**config.mk**
```make
export PLATFORM = sky130hd
export DESIGN_NAME = frame_page_flipper_n
export DESIGN_NICKNAME = d
export VERILOG_FILES = /design/src/rtl/frame_page_flipper_n.sv
export SDC_FILE = /design/constraint.sdc
export NUM_CORES = 1
export LEC_CHECK = 0
export CORE_MARGIN = 2
export CORE_UTILIZATION = 39
export CTS_CLUSTER_DIAMETER = 100
export DETAILED_ROUTE_END_ITERATION = 7
export MAX_ROUTING_LAYER = met4
export PLACE_DENSITY = 0.8
export REMOVE_ABC_BUFFERS = 1
export SLEW_MARGIN = 20
export SYNTH_ARGS = -nofsm -noshare
export SYNTH_HDL_FRONTEND = slang
export SYNTH_SLANG_ARGS = --single-unit
export TNS_END_PERCENT = 50
```
**constraint.sdc**
```tcl
create_clock -name clock -period 2.5 [get_ports clock]
set_clock_uncertainty 0.1 [all_clocks]
set_input_delay 0.25 -clock clock [delete_from_list [all_inputs] [get_ports clock]]
set_output_delay 0.25 -clock clock [all_outputs]
set_load 0.03 [all_outputs]
```
**src/rtl/frame_page_flipper_n.sv**
```systemverilog
// frame_page_flipper_n: N-page frame buffer flipper tracking scaler read page and writer fill page
module frame_page_flipper_n #(
   parameter int NUM_PAGES = 3,
   parameter int ADDR_WIDTH = 32,
   parameter logic [ADDR_WIDTH-1:0] BASE_ADDR = 32'h2400_0000,
   parameter logic [ADDR_WIDTH-1:0] PAGE_SIZE = 32'h0008_0000,
   parameter int SYNC_STAGES = 2,
   parameter int DROP_WIDTH = 8
) (
   input  logic                  clock,
   input  logic                  reset,
   input  logic                  enable,
   input  logic                  mode,
   input  logic                  read_vblank,
   input  logic                  write_vblank,
   output logic [ADDR_WIDTH-1:0] addr_read,
   output logic [ADDR_WIDTH-1:0] addr_write,
   output logic [1:0]            page_read,
   output logic [1:0]            page_write,
   output logic                  frame_pending,
   output logic [DROP_WIDTH-1:0] drop_count
);
   logic [SYNC_STAGES-1:0] readSync, writeSync;
   logic readPrev, writePrev, swapRead, swapWrite, effMode, lastMode;
   logic [1:0] rdPage, wrPage, latest;
   logic pending;
   logic [DROP_WIDTH-1:0] dropCount;

   function automatic logic [1:0] lowestFree(input logic [1:0] a, input logic [1:0] b);
      logic [1:0] r;
      r = 2'd0;
      for (int i = NUM_PAGES - 1; i >= 0; i--)
         if (2'(i) != a && 2'(i) != b) r = 2'(i);
      return r;
   endfunction

   assign swapRead = readSync[SYNC_STAGES-1] & ~readPrev;
   assign swapWrite = writeSync[SYNC_STAGES-1] & ~writePrev;
   assign effMode = (NUM_PAGES == 2) ? 1'b0 : mode;
   assign addr_read = BASE_ADDR + ADDR_WIDTH'(rdPage) * PAGE_SIZE;
   assign addr_write = BASE_ADDR + ADDR_WIDTH'(wrPage) * PAGE_SIZE;
   assign page_read = rdPage;
   assign page_write = wrPage;
   assign frame_pending = pending;
   assign drop_count = dropCount;

   // vBlank synchronisers and edge history run regardless of enable so held levels never pulse late
   always_ff @(posedge clock or negedge reset)
      if (!reset) begin
         readSync <= '0;
         writeSync <= '0;
         readPrev <= 1'b0;
         writePrev <= 1'b0;
      end else begin
         readSync <= {readSync[SYNC_STAGES-2:0], read_vblank};
         writeSync <= {writeSync[SYNC_STAGES-2:0], write_vblank};
         readPrev <= readSync[SYNC_STAGES-1];
         writePrev <= writeSync[SYNC_STAGES-1];
      end

   // page rotation, mode reinitialisation and dropped-frame accounting
   always_ff @(posedge clock or negedge reset)
      if (!reset) begin
         rdPage <= 2'd0;
         wrPage <= 2'd1;
         latest <= 2'd0;
         pending <= 1'b0;
         dropCount <= '0;
         lastMode <= 1'b0;
      end else if (enable) begin
         if (effMode != lastMode) begin
            lastMode <= effMode;
            rdPage <= 2'd0;
            wrPage <= 2'd1;
            pending <= 1'b0;
         end else if (!effMode) begin
            if (swapWrite) begin
               rdPage <= wrPage;
               wrPage <= rdPage;
            end
         end else if (swapRead && swapWrite) begin
            rdPage <= wrPage;
            wrPage <= lowestFree(wrPage, wrPage);
            pending <= 1'b0;
            if (pending && dropCount != '1) dropCount <= dropCount + DROP_WIDTH'(1);
         end else if (swapWrite) begin
            latest <= wrPage;
            pending <= 1'b1;
            wrPage <= lowestFree(rdPage, wrPage);
            if (pending && dropCount != '1) dropCount <= dropCount + DROP_WIDTH'(1);
         end else if (swapRead && pending) begin
            rdPage <= latest;
            pending <= 1'b0;
         end
      end
endmodule

```
-- Yosys cells after proc, flatten, opt, wreduce, memory -nomap -nowiden
Index checks and enable logic that the tools add are counted.
- output and inout port bits: 77
- word-level logic and storage cells: 70
- bits in registers: 22
- bits of input ports: 6
- bitwise operators: 6
- equality and inequality tests: 7
- add/sub/neg operators: 3
- muxes and demuxes: 25
- reduce and logical (&&, ||, !) cells: 19
- operators by type and width (cell ; number):
    adder 30 x 21 -> 31 bit, first input constant ; 2
    2-to-1 mux 2 bit ; 17
    2-to-1 mux 8 bit ; 3
    adder 8 x 1 -> 8 bit, second input constant ; 1
    inequality test 8 bit, second input constant ; 1
    AND reduction 4 bit ; 2
    nonzero test 2 bit ; 4
    logical AND 1 bit ; 6
    AND reduction 3 bit ; 2
    nonzero test 3 bit ; 2
    2-to-1 mux 1 bit ; 5
    AND reduction 5 bit ; 1
    inequality test 1 x 2 -> 1 bit, first input constant ; 2
    inequality test 2 bit, first input constant ; 2
    inequality test 4 x 2 -> 1 bit, second input constant ; 1
    NOT 1 bit ; 4
    nonzero test 4 bit ; 1
    AND 1 bit ; 2
    AND reduction 2 bit ; 1
    inequality test 1 bit ; 1

-- Logic depth before layout (Yosys ltp)
- depth in word-level cells: 9
- mapped depth: 6
- gate-level depth less buffers: 6

-- Least setup slack after synthesis
No wires, ideal clock.
- path kind: reg2reg
- start point: register lastMode
- end point: register dropCount[1] (netlist: drop_count[1])
- stages on the path, launching flop included: 7
- clock period less this slack: 1927 ps
- arrival: 1702 ps
- setup time: 125 ps
- slack: 573 ps
- path through: dfrtp_1 -> inv_1 -> ha_1 -> nand4bb_4 -> or2_4 -> a21o_1 -> mux2_4
- word-level cells in the longest chain between the ends: 3
- ends and longest elaborated chain (item ; RTL line ; RTL):
    start: declaration ; 24 ; logic readPrev, writePrev, swapRead, swapWrite, effMode, lastMode;
    start signal: assignment ; 72 ; lastMode <= effMode;
    inequality test 1 bit ; 71 ; if (effMode != lastMode) begin
    NOT 1 bit (no line) ; n/a ;
    AND reduction 4 bit (no line) ; n/a ;
    end signal: assignment ; 85 ; if (pending && dropCount != '1) dropCount <= dropCount + DROP_WIDTH'(1);
    end signal: assignment ; 90 ; if (pending && dropCount != '1) dropCount <= dropCount + DROP_WIDTH'(1);
    end: declaration ; 27 ; logic [DROP_WIDTH-1:0] dropCount;
Every way passes these cells.
A chain may end at the register's enable or synchronous reset.

-- Worst setup path in the final report
- start point: input mode
- end point: register dropCount[1] (netlist: drop_count[1])
- word-level cells in the longest chain between the ends: 3
- ends and longest elaborated chain (item ; RTL line ; RTL):
    start: declaration ; 13 ; input logic mode,
    inequality test 1 bit ; 71 ;
    NOT 1 bit (no line) ; n/a ;
    AND reduction 4 bit (no line) * ; n/a ;
Mark *: on every way between the ends. The rest lies on a longest branch, timed or not.

==> out/metrics.csv <==
stage;metric;value;unit
critical_path;CP arrival;2260;ps
clock_tree;Root Buffer;clkbuf_8;
synth;cell taking the most area after synthesis;dfrtp_1;
grt;global-route wire length before repair;3615;um
die;Initial Utilization;0.4144;
status;outcome;finished clean;
placement;Detailed Place HPWL;1928;um
die;Die Ht;67.07;um
synth;async set or reset register ratio after synthesis;1.000;
drt;post-route ant nets;0;
placement;Placer Congestion;0.7433;
power_and_ir_drop;Peak VDD IR;0.4783;mV
synth;Yosys cell types;35;
clock_tree;CTS Buf Count;3;
synth;Post-Synth Simple-Gate Area;0.1194;
sta;Pins Over Slew Limit;0;
drt;DR vias;975;
drt;drt total wl;2524;um
die;Core Region;3744;um2
die;die width;67.07;um
synth;area share of the largest cell type after synthesis;0.3387;
power_and_ir_drop;power per cell area;840.6;nW/um2
grt;initial antenna violation count;0;
clock_tree;CTS Hold Bufs;0;
synth;synthesized-area fraction occupied by adder cells;0.01613;
cells_and_area;Cell Count, Final, Fillers Out;225;
critical_path;CP Launch Type;input pin;
synth;register area share after synthesis;0.3556;
cells_and_area;layout cells sized above 1;0.08475;
synth;most common flop cell mapped by yosys;dfrtp_1;
clock_tree;setup repair bufs after CTS;0;
sta;setup violators final;0;
die;die area;4498;um2
power_and_ir_drop;P_sw;0.5813;mW
power_and_ir_drop;Clock Power Share;0.183;
drt;DRT Pass-1 Iters;4;
die;Site Rows;22;
synth;synthesized area;1551;um2
cells_and_area;Sequential Area;551.8;um2
clock_tree;Clock Tree Buf Depth;2;
placement;Placed Cells;221;
cells_and_area;area of the multi-input gates;710.7;um2
critical_path;Critical Path Sink Type;flip-flop;
power_and_ir_drop;Net Sw Frac;0.4199;
power_and_ir_drop;combinational power share;0.455;
power_and_ir_drop;leakage power;0.8050;nW
sta;crit share post-route;0.8844;
clock_tree;Skew-Pair Late Insertion Delay;260;ps
critical_path;WS Path Type;in2reg;
grt;vias in the first global route;764;
grt;largest net degree at the start of global routing;23;
cells_and_area;Final #Nets;186;
synth;largest family of logic cells by synthesized area;buffers and inverters;
hold_path;min-delay worst type;in2async;
sta;Final Hold Vio Count;0;
synth;post-synthesis mux area share;0.03710;
cells_and_area;Filler Cells Inserted;368;
synth;Synth Register Bits;22;
cells_and_area;Syn-to-layout area delta;6.129;%
synth;Synth Area in Compound Gates;0.09516;
sta;RSZ-0062 raised after global routing;no;
drt;wire length per cell;11.22;um
synth;Syn Inst Count;154;
clock_tree;CTS sink cnt;22;
critical_path;CP Max Fanout;5;
power_and_ir_drop;P_int;0.8029;mW
cells_and_area;commonest non-fill, non-tap cells in the layout;conb_1 (60), clkdlybuf4s50_1 (22), dfrtp_1 (21);
drt;# DRC;0;
drt;routed vias/inst;4.333;
drt;Iter 0 DRT Violations;23;
clock_tree;clk slew on worst S/H paths;80;ps
power_and_ir_drop;Seq pwr share;0.362;
synth;Synth warnings;0;
grt;gr usage total;0.1127;
critical_path;CP Data Required Time;2550;ps
cells_and_area;antenna cells;0;
synth;Post-Synth XOR/XNOR Area;0.04516;
sta;Setup TNS Final;0;ps
synth;Mapped Avg Cell Area;10.07;um2
clock_tree;# H-tree levels;1;
sta;f_max;452.3;MHz
synth;Synth area leaders;dfrtp_1 (34%), buf_4 (31%), xnor2_1 (2.3%);
clock_tree;CTS tree;yes;
clock_tree;CTS resizes;0;
placement;port bufs;22;
sta;Min Clock Period, post-route;2211;ps
die;# IOs;83;
grt;GRT Residual Overflow;0;
cells_and_area;commonest non-fill, non-tap cell in the layout;conb_1;
flow_run;total of max-cap violations;0;
synth;Post-synth EDFFs;0;
## cells by family after synthesis
| group | Yosys count |
|---|---|
| AO/OA/AOI/OAI | 18 |
| other | 2 |
| multiplexers | 5 |
| adder cells (fa/ha/maj) | 2 |
| buffers and inverters | 71 |
| AND/OR/NAND/NOR | 26 |
| flip-flops | 22 |
| XOR/XNOR | 8 |
## worst max-delay path, cell delays in order
cell,delay [ps]
clkdlybuf4s50_1,530
inv_1,90
ha_1,330
nand4bb_4,250
or2_4,310
a21o_1,200
mux2_4,300
## cells in the mapped netlist, drive strengths merged (3+ instances only)
cell	number
nand3	4
a21oi	3
inv	7
dfrtp	21
nor2	3
o22ai	3
xnor2	4
mux2	3
xor2	4
buf	64
nand2	5
## power by group through the flow
stage                     clock [mW]  combinational, mW  sequential, mW
after CTS                      0.263              0.631           0.502
after global placement             0              0.608           0.507
after floorplan                    0              0.305           0.617
after detailed placement           0              0.620           0.508
final                          0.253              0.629           0.502
after global routing           0.277              0.668           0.513
## registers in the layout, summed over array words and instances, names as in the netlist
| register | cells |
|---|---|
| page_read | 2 |
| latest | 2 |
| writeSync | 2 |
| page_write | 2 |
| readPrev | 1 |
| lastMode | 1 |
| drop_count | 8 |
| frame_pending | 1 |
| readSync | 2 |
| writePrev | 1 |
## per-stage QoR
stage	setup WS, ps	instance area (um2)	utilization	power [mW]	hold slack [ps]
final	289.1	1647	0.4398	1.384	223.1
after global routing	217.9	1647	0.4398	1.458	264.2
after CTS	305.7	1647	0.4398	1.395	229.2
after detailed placement	58.25	1592	0.4251	1.129	240.5
after global placement	122.7	1592	0.4251	1.114	235.9
after floorplan	572.6	1289	-	0.9220	-145.6
## worst paths after layout
path,depth (start not counted),startpoint,to,slack (ps)
worst max-delay path,7,mode,drop_count[1],290
worst min-delay path,2,reset,readPrev,220
worst max register to register,6,lastMode,drop_count[1],510
worst min register to register,0,writeSync[0],writeSync[1],250
max in group asynchronous,2,reset,page_write[0],1810
min in group clock,0,writeSync[0],writeSync[1],250
## per-layer routing
layer / part of all wire / vias up / wire length, um / global-route usage
met2: 0.50 / 46 / 1268 / 0.1696
met1: 0.40 / 482 / 1001 / 0.1338
met3: 0.073 / 8 / 183 / 0.02872
li1: - / 439 / - / -
met5: 0 / - / 0 / -
met4: 0.028 / 0 / 70 / 0.07143
## layout make-up
type | count | share of cell area
multi-input combinational | 119 | 0.4316
sequential | 22 | 0.3351
tap | 48 | 0.03647
clock buffer | 4 | 0.03343
inverter | 7 | 0.01596
timing repair buffer | 25 | 0.1474
(Power assumes the default switching activity.)
